### config.mk
export PLATFORM = sky130hd
export DESIGN_NAME = fetch_unit
export DESIGN_NICKNAME = d
export VERILOG_FILES = /design/src/rtl/fetch_unit_pkg.sv /design/src/rtl/fetch_fifo.sv /design/src/rtl/fetch_unit.sv
export SDC_FILE = /design/constraint.sdc
export NUM_CORES = 1
export LEC_CHECK = 0
export BUFFER_PORTS_ARGS = -buffer_cell sky130_fd_sc_hd__buf_2
export CORE_AREA = 2 2 119 179
export DETAILED_ROUTE_END_ITERATION = 10
export DIE_AREA = 0 0 121 181
export PLACE_DENSITY = 0.74
export SYNTH_ARGS = -nofsm -noshare
export SYNTH_HDL_FRONTEND = slang
export SYNTH_SLANG_ARGS = --single-unit
### constraint.sdc
create_clock -name clock -period 6.4 [get_ports clock]
set_input_delay 0.32 -clock clock [delete_from_list [all_inputs] [get_ports clock]]
set_output_delay 0.32 -clock clock [all_outputs]
set_load 0.02 [all_outputs]
### src/rtl/fetch_unit_pkg.sv
// Shared types and constants for the instruction fetch stage.
package fetch_unit_pkg;
  localparam int XLEN        = 32;
  localparam int INSTR_BYTES = 4;

  typedef enum logic {
    RUN,
    FLUSH
  } state_t;

  typedef struct packed {
    logic [XLEN-1:0] pc;
    logic [XLEN-1:0] data;
  } fetch_entry_t;
endpackage

### src/rtl/fetch_fifo.sv
// Synchronous FIFO of {pc, instruction} entries with occupancy count and flush.
module fetch_fifo
  import fetch_unit_pkg::*;
#(
  parameter  int DEPTH = 2,
  localparam int AW    = (DEPTH > 1) ? $clog2(DEPTH) : 1,
  localparam int CW    = AW + 1
) (
  input  logic          clock,
  input  logic          reset,
  input  logic          push,
  input  fetch_entry_t  push_entry,
  input  logic          pop,
  input  logic          flush,
  output fetch_entry_t  head,
  output logic [CW-1:0] count
);

  fetch_entry_t  r_mem [DEPTH];
  logic [AW-1:0] r_wr_ptr;
  logic [AW-1:0] r_rd_ptr;
  logic [CW-1:0] r_count;

  // DEPTH is a power of two, so the pointers wrap on their own.
  always_ff @(posedge clock) begin
    if (reset || flush) begin
      r_wr_ptr <= '0;
      r_rd_ptr <= '0;
      r_count  <= '0;
    end else begin
      if (push) r_wr_ptr <= r_wr_ptr + AW'(1);
      if (pop)  r_rd_ptr <= r_rd_ptr + AW'(1);
      r_count <= r_count + CW'(push) - CW'(pop);
    end
  end

  // NOTE: storage is deliberately not reset; r_count alone decides validity.
  always_ff @(posedge clock) begin
    if (push) r_mem[r_wr_ptr] <= push_entry;
  end

  assign head  = r_mem[r_rd_ptr];
  assign count = r_count;

endmodule

### src/rtl/fetch_unit.sv
// Instruction fetch: sequential imem requests under a credit limit, in-order
// responses buffered toward decode, redirect flushes buffered and in-flight work.
module fetch_unit
  import fetch_unit_pkg::*;
#(
  parameter logic [XLEN-1:0] RESET_PC = '0,
  parameter int              DEPTH    = 2
) (
  input  logic            clock,
  input  logic            reset,
  input  logic            redirect_valid,
  input  logic [XLEN-1:0] redirect_pc,
  output logic            imem_req_valid,
  output logic [XLEN-1:0] imem_req_addr,
  input  logic            imem_req_ready,
  input  logic            imem_resp_valid,
  input  logic [XLEN-1:0] imem_resp_data,
  output logic            inst_valid,
  output logic [XLEN-1:0] inst_pc,
  output logic [XLEN-1:0] inst_data,
  input  logic            inst_ready
);

  localparam int CW = $clog2(DEPTH) + 1;
  localparam logic [XLEN-1:0] STEP = XLEN'(INSTR_BYTES);

  state_t          r_state;
  logic [XLEN-1:0] r_fetch_pc;
  logic [XLEN-1:0] r_resp_pc;
  logic [CW-1:0]   r_outstanding;
  logic [CW-1:0]   r_drop;

  state_t          w_state_next;
  logic [XLEN-1:0] w_fetch_pc_next;
  logic [XLEN-1:0] w_resp_pc_next;
  logic [CW-1:0]   w_outstanding_next;
  logic [CW-1:0]   w_drop_next;

  logic            w_credit;
  logic            w_req_valid;
  logic            w_fire;
  logic            w_resp_accept;
  logic            w_push;
  logic            w_pop;
  logic            w_inst_valid;
  logic [CW-1:0]   w_fifo_count;
  fetch_entry_t    w_head;
  fetch_entry_t    w_push_entry;

  // Credit counts buffered plus in-flight work so a response always has a slot.
  assign w_credit    = ((CW+1)'(r_outstanding) + (CW+1)'(w_fifo_count)) < (CW+1)'(DEPTH);
  assign w_req_valid = !reset && (r_state == RUN) && w_credit;
  assign w_fire      = w_req_valid && imem_req_ready;

  // A response with nothing in flight cannot belong to us and is ignored.
  assign w_resp_accept = imem_resp_valid && ((r_outstanding != '0) || w_fire);
  assign w_push        = w_resp_accept && (r_state == RUN) && !redirect_valid;
  assign w_push_entry  = '{pc: r_resp_pc, data: imem_resp_data};

  assign w_inst_valid = !reset && (w_fifo_count != '0);
  assign w_pop        = w_inst_valid && inst_ready;

  fetch_fifo #(.DEPTH(DEPTH)) u_fifo (
    .clock      (clock),
    .reset      (reset),
    .push       (w_push),
    .push_entry (w_push_entry),
    .pop        (w_pop),
    .flush      (redirect_valid),
    .head       (w_head),
    .count      (w_fifo_count)
  );

  // NOTE: every next-state signal gets a default first so no latch is inferred.
  always_comb begin
    w_state_next       = r_state;
    w_fetch_pc_next    = r_fetch_pc;
    w_resp_pc_next     = r_resp_pc;
    w_drop_next        = r_drop;
    w_outstanding_next = r_outstanding + CW'(w_fire) - CW'(w_resp_accept);

    if (w_fire) w_fetch_pc_next = r_fetch_pc + STEP;
    if (w_push) w_resp_pc_next  = r_resp_pc + STEP;

    unique case (r_state)
      RUN: ;
      FLUSH: begin
        if (w_resp_accept) begin
          w_drop_next = r_drop - CW'(1);
          if (r_drop == CW'(1)) w_state_next = RUN;
        end
      end
      default: w_state_next = RUN;
    endcase

    // Anything still in flight after this cycle belongs to the old path.
    if (redirect_valid) begin
      w_fetch_pc_next = redirect_pc;
      w_resp_pc_next  = redirect_pc;
      w_drop_next     = w_outstanding_next;
      w_state_next    = (w_outstanding_next != '0) ? FLUSH : RUN;
    end
  end

  always_ff @(posedge clock) begin
    if (reset) begin
      r_state       <= RUN;
      r_fetch_pc    <= RESET_PC;
      r_resp_pc     <= RESET_PC;
      r_outstanding <= '0;
      r_drop        <= '0;
    end else begin
      r_state       <= w_state_next;
      r_fetch_pc    <= w_fetch_pc_next;
      r_resp_pc     <= w_resp_pc_next;
      r_outstanding <= w_outstanding_next;
      r_drop        <= w_drop_next;
    end
  end

  assign imem_req_valid = w_req_valid;
  assign imem_req_addr  = reset ? RESET_PC : r_fetch_pc;
  assign inst_valid     = w_inst_valid;
  assign inst_pc        = w_inst_valid ? w_head.pc   : '0;
  assign inst_data      = w_inst_valid ? w_head.data : '0;

endmodule

# Yosys cells after proc, flatten, opt, wreduce, memory -nomap -nowiden
# Memories as Yosys holds them, arrays and structs flattened. A register that Yosys moved wholly into a read port is not among the register bits.
# Cells that the tools add are included.
# totals
ram_bits	128
mem_count	1
regBits	73
inputBits	70
wordCells	61
# mem_list
memory	depth	width	read_ports	rd_ports_with_merged_regs	write_ports	line	text
u_fifo.r_mem	2	64	1	1	1	fetch_fifo.sv:19	fetch_entry_t r_mem [DEPTH];
# op_classes
n_bitwise	1
n_addsub	10
n_eq_ne	1
muxes	19
order_cmp	1
n_reduce_logical	20
# ops
op	n
32-bit two-way mux	7
32-bit by 3-bit adder with 32-bit output, second input constant	2
2-bit nonzero test	7
1-bit two-way mux	9
1-bit logical AND	8
2-bit two-way mux	3
2-bit by 1-bit adder with 2-bit output	2
2-bit by 1-bit subtractor with 2-bit output	2
2-bit by 2-bit adder with 3-bit output	1
3-bit by 2-bit less-than comparator with 1-bit output, second input constant	1
1-bit adder, second input constant	2
2-bit by 1-bit equality test with 1-bit output, second input constant	1
1-bit logical NOT	2
1-bit logical OR	2
2-bit AND reduction	1
2-bit by 1-bit subtractor with 2-bit output, second input constant	1
1-bit NOT	1

# Longest topological paths before layout
# logic_depth
ltp_word	10
mapped_depth	10
ltp_nobuf	10

# Hierarchy
# Synthesis repeated with hierarchy kept, for this count alone.
# hier_totals
cells_unflattened	777
hier_area_um2	9593.0
# by_module_without_submodules
mod	area_per_inst_um2	cells_per_inst	n_inst
fetch_fifo	5133.7	218	1
fetch_unit	4459.3	559	1

# Worst setup path after synthesis
# OpenSTA, ideal clock, no wires.
# synth_timing
path_type	register to register
from	register r_outstanding[0]
to	memory u_fifo.r_mem[0][0] in the netlist's numbering, enable pin
n_path_buf	0
t_required_ps	5835
arrival_ps	5868
setup_slack_ps	-33
path_stages_with_launch	6
cell_sequence	dfxtp_1 and2_1 fa_1 nor4b_4 o21ai_2 nor3_1
# synth_between
elab_chain_len	10
elab_cells_between_ends	11
# synth_lines
item	line	text
start: declaration	fetch_unit.sv:30	logic [CW-1:0] r_outstanding;
start signal: assignment	fetch_unit.sv:116	r_outstanding <= w_outstanding_next;
2-bit by 2-bit adder with 3-bit output	fetch_unit.sv:51	assign w_credit = ((CW+1)'(r_outstanding) + (CW+1)'(w_fifo_count)) < (CW+1)'(DEPTH);
3-bit by 2-bit less-than comparator with 1-bit output	fetch_unit.sv:51	
1-bit logical AND	fetch_unit.sv:52	assign w_req_valid = !reset && (r_state == RUN) && w_credit;
1-bit logical AND	fetch_unit.sv:53	assign w_fire = w_req_valid && imem_req_ready;
1-bit logical OR *	fetch_unit.sv:56	assign w_resp_accept = imem_resp_valid && ((r_outstanding != '0) || w_fire);
1-bit logical AND *	fetch_unit.sv:56	
1-bit logical AND * (2 in series)	fetch_unit.sv:57	assign w_push = w_resp_accept && (r_state == RUN) && !redirect_valid;
1-bit two-way mux *	fetch_fifo.sv:39	if (push) r_mem[r_wr_ptr] <= push_entry;
1-bit two-way mux (implied by the code) *	fetch_fifo.sv:39	
end: declaration	fetch_fifo.sv:19	
# Mark *: on every way between the ends. The rest lies on a longest branch, timed or not.

# Worst setup path in the final report
# layout_timing
from	register r_outstanding[0]
to	memory u_fifo.r_mem[1][25] in the netlist's numbering, enable pin
# The elaborated chain is that of the path after synthesis.

==> results.py <==
metrics = {
    "detailed_routing": {
        "dr_total_vias": 6250,
        "drtAntennaViolNets": 0,
        "drc": 0,
        "drt-wirelength-per-cell_um": 17.06,
        "post_drt_via_cell_ratio": 5.221,
        "drt_iter0_markers": 440,
        "drt-pass1-iter-count": 6,
        "routed_wirelength_um": 20430,
    },
    "placement": {
        "dp_cells": 1164,
        "dp_slack_ns": 3.300,
        "hpwl_um": 13980,
        "gp_congestion": 0.8255,
        "port_buffers": 167,
    },
    "synthesis": {
        "synth_cell_type_count": 58,
        "synth-async-reset-ratio": 0,
        "synth.yosys.seq_area_share": 0.5928,
        "synth_top_area_share": 0.4279,
        "netlist_instances": 766,
        "ys.flop_type": "edfxtp_1",
        "mappedNetlistNets": 842,
        "synth-edff-count": 128,
        "synth.most_common_cell": "edfxtp_1",
        "synth-seq-cells": 202,
        "syn_area_per_cell_um2": 11.73,
        "syn_area_um2": 8984,
        "synthTopCellsByArea": "edfxtp_1, dfxtp_1, mux2i_1",
        "synth_area_leader_cell": "edfxtp_1",
        "yosysWarnings": 0,
        "synth_commonest_cells": "edfxtp_1, nor2_1, dfxtp_1",
    },
    "worst_setup_path": {
        "startpoint_type": "flop",
        "setup.worst_path.class": "flop to flop",
        "critical-path-top-delay-family": "simple AND/OR/NAND/NOR gates",
        "worstPathRequired_ns": 6.50,
        "crit_chain": "and2_1, fa_1, nor4b_4, o21a_1, and3_2, buf_4",
        "crit-reg2reg-launch": "r_outstanding[0]$_SDFF_PP0_",
        "path_max_fanout": 64,
        "crit_arrival_ns": 3.23,
        "slowest_delay_ns": 0.66,
        "cp_slowest_cell": "buf_4",
        "crit_path_start": "r_outstanding[0]$_SDFF_PP0_",
        "cp-end-kind": "flop",
        "cp_num_buf_inv": 1,
    },
    "sta": {
        "finalSetupTns_ns": 0,
        "period_share": 0.4890,
        "drv_slew": 0,
        "fmax_ghz": 0.3195,
        "whs_ns": 0.02859,
        "tightest_slew_ns": 1.096,
        "rsz0062_at_grt": "no",
        "slew_headroom": 0.2696,
        "finalHoldViolCount": 0,
        "skew_ns": 0.01076,
        "fin_ws_ns": 3.270,
        "finalCriticalPeriod_ns": 3.130,
        "final-setup-viol-count": 0,
    },
    "cts": {
        "cts-root-buf": "clkbuf_16",
        "h-tree-depth": 1,
        "numCtsBuffers": 19,
        "path_clk_slew_ns": 0.07,
        "clkLatencyLatePin_ns": 0.48,
        "clockBufferDepth": 3,
        "post_cts_buffers": 0,
        "cts_resized": 0,
        "ctsHoldBuffers": 0,
        "cts_tree": "built",
        "numClockSinks": 202,
    },
    "floorplanning": {
        "die_area_um2": 21900,
        "die_x_um": 121,
        "die_h_um": 181,
        "rows": 64,
        "start_util": 0.4434,
        "core_um2": 20260,
        "ioPinCount": 168,
    },
    "pwr": {
        "power_density_nw_per_um2": 275.1,
        "leakage_nw": 4.028,
        "peakVddDrop_v": 0.0001558,
    },
    "grt": {
        "grt_pass1_wl_um": 31770,
        "gr-total-overflow": 0,
        "grtUsageMet1": 0.2102,
        "gr-usage-all-layers": 0.1821,
        "gr-max-usage-layer": "met2",
        "grt_pass1_vias": 6234,
        "grt_start_max_net_pins": 81,
        "grtUsageMet3": 0.01989,
        "grt_antenna_before_repair": 0,
        "met2_usage": 0.3413,
    },
    "finish": {
        "layoutNonFillerInstCount": 1197,
        "final_core_utilization": 0.5293,
        "area_growth_pct": 19.37,
        "finalNetCount": 997,
        "drive_gt1_frac": 0.2315,
        "antenna_cells": 0,
        "fillers": 1797,
    },
    "run_status": {
        "run_status": "complete, no violations",
    },
    "hold_path": {
        "hp-class": "input port to flop",
        "min-delay-start": "imem_resp_data[27]",
    },
    "job": {
        "drv_cap": 0,
    },
}
area by class of cell:
type | instances | area, um2 | share of cell area
Clock buffer | 25 | 550.5 | 0.05134
Clock inverter | 8 | 145.1 | 0.01353
Inverter | 25 | 93.84 | 0.008750
Multi-Input combinational cell | 501 | 3402 | 0.3172
Sequential cell | 202 | 5329 | 0.4969
Tap cell | 264 | 330.3 | 0.03080
Timing Repair Buffer | 172 | 873.3 | 0.08144
logic make-up (layout without fill, tap and decap cells):
family                   after synthesis  after routing  synth area share
AND/OR/NAND/NOR                      264            264            0.1563
flip-flops                           202            202            0.5928
AO/OA/AOI/OAI                        111            111           0.08552
multiplexers                          67             67           0.07465
buffers and inverters                 63            230           0.02994
XOR/XNOR                              53             53           0.05167
adder cells (fa/ha/maj)                6              6          0.009192
placed cells by master, fill, tap and decap left out, types with 22 or more instances in the layout:
master / synthesis / routed
nand2_1: 35 / 35
a21oi_1: 29 / 29
buf_2: 0 / 167
dfxtp_1: 74 / 73
xnor2_1: 23 / 23
a21boi_0: 26 / 26
nand4_1: 22 / 22
edfxtp_1: 128 / 128
mux2i_1: 67 / 67
nor2b_1: 33 / 33
inv_1: 25 / 25
xor2_1: 30 / 30
nor2_1: 92 / 92
registers in the layout, indices dropped and copies added (netlist names), named ones only:
| signal | cells |
|---|---|
| r_drop | 2 |
| r_fetch_pc | 32 |
| r_outstanding | 2 |
| r_resp_pc | 32 |
| r_state | 1 |
| u_fifo.count | 2 |
| u_fifo.r_mem | 128 |
| u_fifo.r_rd_ptr | 1 |
| u_fifo.r_wr_ptr | 1 |
stage by stage:
stage                     total power, mW  instance area [um2]
after floorplan                     1.658                 8989
after global placement              1.737                10030
after detailed placement            1.743                10030
after CTS                           2.981                10720
after global routing                3.048                10720
final                               2.950                10720
where the power goes:
part	total, mW	switching [mW]	internal (mW)
sequential	1.49	0.0503	1.44
clock	1.23	0.464	0.770
combinational	0.223	0.134	0.0882
total	2.95	0.649	2.30
layer usage:
layer	share of wire	routed length (um)
met5	0	0
met4	0.022	456
met3	0.039	805
met2	0.54	11060
met1	0.40	8106
path summary, 6_finish.rpt:
check | to | slack, ns | depth (start not counted)
min | u_fifo.r_mem[1][27]$_DFFE_PP_ | 0.03 | 1
max reg2reg | u_fifo.r_mem[1][25]$_DFFE_PP_ | 3.27 | 6
min reg2reg | u_fifo.r_mem[0][33]$_DFFE_PP_ | 0.46 | 0
max | u_fifo.r_mem[1][25]$_DFFE_PP_ | 3.27 | 6
(Power assumes the default switching activity.)
